==> src/rtl/writeback_regfile.sv <==
// Writeback stage plus 16x32 register file, with a forwarding port and retirement counters.
// Optional macro WB_REGFILE_BYPASS_EN: reads see the pending writeback in the same cycle.
module writeback_regfile (
    input  logic        i_clk,
    input  logic        i_reset,
    input  logic        mem_valid,
    input  logic        mem_wr_en,
    input  logic [3:0]  mem_rd,
    input  logic [31:0] mem_val,
    input  logic [31:0] mem_pc,
    input  logic [3:0]  dprf_ra,
    input  logic [3:0]  dprf_rb,
    output logic [31:0] dprf_ra_val,
    output logic [31:0] dprf_rb_val,
    output logic [3:0]  fwd_b_addr,
    output logic [31:0] fwd_b_val,
    output logic [31:0] wb_retired_count,
    output logic [31:0] wb_last_pc
);

    logic [31:0] regs_q [16];
    logic [3:0]  wbRd_q, wbRd_d;
    logic [31:0] wbVal_q, wbVal_d;
    logic        wbWe_q, wbWe_d;
    logic [31:0] retiredCount_q, retiredCount_d;
    logic [31:0] lastPc_q, lastPc_d;

    // wbRd/wbVal hold when idle so the forward port always mirrors a committed value.
    always_comb begin
        wbWe_d         = mem_valid & mem_wr_en;
        wbRd_d         = wbRd_q;
        wbVal_d        = wbVal_q;
        retiredCount_d = retiredCount_q;
        lastPc_d       = lastPc_q;
        if (wbWe_d) begin
            wbRd_d  = mem_rd;
            wbVal_d = mem_val;
        end
        if (mem_valid) begin
            retiredCount_d = retiredCount_q + 32'd1;
            lastPc_d       = mem_pc;
        end
    end

    always_ff @(posedge i_clk or posedge i_reset) begin
        if (i_reset) begin
            for (int i = 0; i < 16; i++) begin
                regs_q[i] <= 32'd0;
            end
            wbRd_q         <= 4'd0;
            wbVal_q        <= 32'd0;
            wbWe_q         <= 1'b0;
            retiredCount_q <= 32'd0;
            lastPc_q       <= 32'd0;
        end else begin
            if (wbWe_q) begin
                regs_q[wbRd_q] <= wbVal_q;
            end
            wbRd_q         <= wbRd_d;
            wbVal_q        <= wbVal_d;
            wbWe_q         <= wbWe_d;
            retiredCount_q <= retiredCount_d;
            lastPc_q       <= lastPc_d;
        end
    end

    always_comb begin
        dprf_ra_val = regs_q[dprf_ra];
        dprf_rb_val = regs_q[dprf_rb];
`ifdef WB_REGFILE_BYPASS_EN
        if (wbWe_q && (dprf_ra == wbRd_q)) begin
            dprf_ra_val = wbVal_q;
        end
        if (wbWe_q && (dprf_rb == wbRd_q)) begin
            dprf_rb_val = wbVal_q;
        end
`endif
    end

    assign fwd_b_addr       = wbRd_q;
    assign fwd_b_val        = wbVal_q;
    assign wb_retired_count = retiredCount_q;
    assign wb_last_pc       = lastPc_q;

endmodule
==> config.mk <==
export PLATFORM = sky130hd
export DESIGN_NAME = writeback_regfile
export DESIGN_NICKNAME = d
export VERILOG_FILES = /design/src/rtl/writeback_regfile.sv
export SDC_FILE = /design/constraint.sdc
export NUM_CORES = 1
export LEC_CHECK = 0
export CAP_MARGIN = 10
export CELL_PAD_IN_SITES_DETAIL_PLACEMENT = 0
export CELL_PAD_IN_SITES_GLOBAL_PLACEMENT = 1
export CORE_MARGIN = 1
export CORE_UTILIZATION = 43
export DETAILED_ROUTE_END_ITERATION = 16
export GPL_TIMING_DRIVEN = 1
export PLACE_DENSITY_LB_ADDON = 0.1
export SYNTH_ARGS = -nofsm -noshare
export SYNTH_HDL_FRONTEND = slang
export SYNTH_SLANG_ARGS = --single-unit
==> constraint.sdc <==
create_clock -name i_clk -period 45.3 [get_ports i_clk]
set_clock_uncertainty 0.15 [all_clocks]
set_input_delay 11.325 -clock i_clk [delete_from_list [all_inputs] [get_ports i_clk]]
set_output_delay 11.325 -clock i_clk [all_outputs]
set_load 0.02 [all_outputs]
==> qor.csv <==
stage,metric,value,unit
status,run status,finished clean,
drt,DRC viols,0,
timing,Final min period,25.99,ns
worst_setup_path,"Max FO, Critical Path",82,
timing,Final Slew Violations,0,
place,Post-DP HPWL,47.3,mm
drt,Routed Antenna Nets,0,
final_layout,Area growth syn-to-layout,18.3,%
final_layout,filler cell count in the final layout,5904,
worst_hold_path,Worst Hold Depth,1,
timing,final hold vios,0,
worst_setup_path,Critical Path End Type,output port,
worst_setup_path,CP max stage delay,0.79,ns
global_routing,antenna violations before repair,1,
worst_hold_path,Hold Startpoint,wb_retired_count[31],
worst_setup_path,WP data required,33.83,ns
timing,fmax,38.5,MHz
synth,Post-Syn Nets,2027,
place,routability cong.,0.755,
synth,number of distinct library cells after synthesis,31,
power_and_ir_drop,power density cells,57.9,mW/mm²
floorplan,Site Rows,97,
worst_hold_path,Hold WC Path Type,reg -> reg,
floorplan,Core Region,0.0700,mm²
synth,Post-Syn Area,0.0304,mm²
final_layout,share of cells above drive strength 1,0.462,
floorplan,I/O pin count,244,
final_layout,Multi-input gate area,0.0144,mm²
timing,Post-Route Setup TNS,0,ns
power_and_ir_drop,Lkg Pwr,15.3,nW
synth,Post-synth top flop,dfrtp_1,
global_routing,largest net degree at the start of global routing,164,
clocking,Worst-Skew Late Latency,0.60,ns
drt,drt pass-1 iters,5,
worst_setup_path,Buf/Inv on CP,3,
worst_setup_path,CP Launch Type,primary input,
synth,ys async rst share,1.00,
floorplan,Die ar.,0.0718,mm²
global_routing,first-pass GRT wire length,131,mm
timing,Final Cycle Share,0.574,
clocking,clk root buf,clkbuf_16,
synth,post-synthesis cell count,1946,
clocking,CTS max path bufs,3,
drt,WL per Instance,27.7,µm
timing,final setup vio count,0,
floorplan,die height,268,µm
floorplan,Starting Density,0.435,
drt,met3 wire length,4.68,mm
timing,RSZ-0062 raised after global routing,false,
floorplan,Die W,268,µm
drt,post-DR vias/cell,6.04,
worst_setup_path,flop-to-flop setup slack,42.40,ns
drt,top sig layer,met4,
power_and_ir_drop,maximum VDD drop,0.0290,mV
clocking,CTS Sinks,613,
synth,Mean Syn Cell Area,15.6,µm²
worst_setup_path,Worst Path Arrival,14.52,ns
timing,Slew HR,0.224,
drt,Routed WL,86.1,mm
clocking,PostCTS Resize Cnt,0,
drt,total number of vias,18804,
drt,wl on met1,38.8,mm
flow_run,Max-cap violations,0,
global_routing,gr usage total,0.247,
worst_hold_path,hold path endpoint,wb_retired_count[31],
final_layout,Nets,2205,
place,PortBufs,243,
timing,hold slack,0.326,ns
global_routing,vias in the first global route,20413,
timing,worst-margin pin slew,1.15,ns
clocking,Post-CTS Setup Bufs,0,
clocking,cts hold-fix bufs,0,
timing,worst setup margin,19.31,ns
final_layout,register area,0.0153,mm²
drt,routed wl met2,40.5,mm
worst_setup_path,Top delay family on crit path,buffers and inverters,
clocking,CTS buffer count,73,
final_layout,Finished Core Util,0.514,
worst_setup_path,worst-path cell with the longest stage delay,buf_4,
synth,Yosys Warn Count,0,
synth,Yosys reg bits,613,
worst_setup_path,FF-to-FF path depth,4,
place,dpl ws,19.36,ns
worst_setup_path,crit-path cells,buf_6 > buf_4 > mux4_2 > a22oi_1 > nand2_1 > clkdlybuf4s50_1,
worst_setup_path,Reg-to-Reg End,regs_q[157],
clocking,TritonCTS clock tree,done,
synth,"Seq/Total Area, Yosys",0.504,
synth,Post-synth EDFFs,0,
worst_setup_path,Reg-to-Reg Start,fwd_b_addr[2],
drt,Iteration-0 DRC Markers,1319,
worst_setup_path,worst setup path class,in -> out,
clocking,Worst-path clk slew,0.05,ns
global_routing,aggregate global routing overflow,0,
final_layout,antenna cells,0,
clocking,htree depth,3,
==> layout make-up <==
cell class                      instances  share of cell area
Sequential cell                       613               0.426
Multi-Input combinational cell       1150               0.401
Timing Repair Buffer                  282              0.0762
Clock buffer                          111              0.0610
Tap cell                              940              0.0327
Clock inverter                         13             0.00271
Inverter                                4            0.000626
==> cells in the mapped netlist, types with 3 or more instances <==
master | instances | area [µm²]
nand3_1 | 12 | 60.1
buf_1 | 15 | 56.3
buf_4 | 3 | 22.5
xnor2_1 | 21 | 184
inv_1 | 4 | 15.0
and2_1 | 3 | 18.8
clkbuf_1 | 80 | 300
nand2_1 | 75 | 282
nor3_1 | 3 | 15.0
mux2_1 | 10 | 113
nor2_1 | 16 | 60.1
nand4_1 | 14 | 87.6
nand2b_1 | 5 | 31.3
dfrtp_1 | 613 | 15300
buf_2 | 81 | 405
mux4_2 | 256 | 5770
nand3b_1 | 3 | 22.5
xor2_1 | 10 | 87.6
a22oi_1 | 128 | 961
mux2_2 | 571 | 6430
nor2b_1 | 5 | 31.3
nor4_1 | 6 | 37.5
==> logic make-up (layout without fill, tap and decap cells) <==
group	Yosys count	count (layout)	synth area share
muxes	837	837	0.404
DFF	613	613	0.504
buffers and inverters	183	410	0.0263
and+or+nand+nor	153	153	0.0243
AOI/OAI and AO/OA	128	128	0.0316
xor gates and xnor gates	31	31	0.00892
adders and majority gates	1	1	0.000411
==> power by group <==
part,total (mW),internal [mW],switching (mW)
Clock,0.565,0.338,0.227
Combinational,0.598,0.384,0.214
Sequential,0.920,0.753,0.168
Total,2.08,1.47,0.608
==> per-stage QoR <==
stage	area, µm²	total power [mW]	std cells
global placement	33700	1.50	2989
finish	36000	2.08	3113
CTS	36000	2.10	3113
floorplan	30400	1.32	1946
global route	36000	2.19	3113
detailed placement	33700	1.53	2989
==> registers in the layout (all words and copies together), names as in the netlist <==
signal	count
wbWe_q	1
wb_last_pc	32
wb_retired_count	32
fwd_b_val	32
regs_q	512
fwd_b_addr	4
==> placed cells by master (no fill, tap or decap), types with 2 or more instances in the layout <==
cell type          n
dfrtp_1          613
mux2_2           571
mux4_2           256
clkdlybuf4s50_1  238
a22oi_1          128
clkbuf_16         77
nand2_1           73
buf_4             38
xnor2_1           21
clkbuf_1          20
clkbuf_8          16
nand4_1           14
nand3_1           12
nor2_4            11
mux2_1            10
xor2_1            10
clkinv_2          10
nor4_1             6
nor2_1             5
nor2b_4            5
nand3b_1           3
nand2b_2           3
inv_1              3
nor3_1             3
nand2b_1           2
or3_2              2
nand2_2            2
and2_2             2
and4_1             2
and3_1             2
inv_6              2
buf_6              2
==> metal layers <==
metal  vias up  GRT usage
met5         -          0
met4         0     0.0678
met3       147     0.0476
met2       520      0.386
met1     10275      0.355
li1       7862          -
==> worst max path at each step <==
stage / from / endpoint / slack, ns / depth (start not counted)
detailed placement: dprf_ra[1] / dprf_ra_val[6] / 19.36 / 6
global route: dprf_rb[1] / dprf_rb_val[6] / 19.26 / 6
floorplan: i_reset / fwd_b_addr[0] / 16.66 / 1
finish: dprf_ra[1] / dprf_ra_val[6] / 19.31 / 6
global placement: dprf_ra[1] / dprf_ra_val[6] / 19.37 / 6
CTS: dprf_ra[1] / dprf_ra_val[6] / 19.36 / 6
==> worst reg2reg max path, stage by stage (launching register included) <==
cell and delay [ns]:
dfrtp_1 0.43, nand3b_1 0.38, nor2_4 0.88, buf_4 0.54
mux2_2 0.41
(Power assumes the default switching activity.)
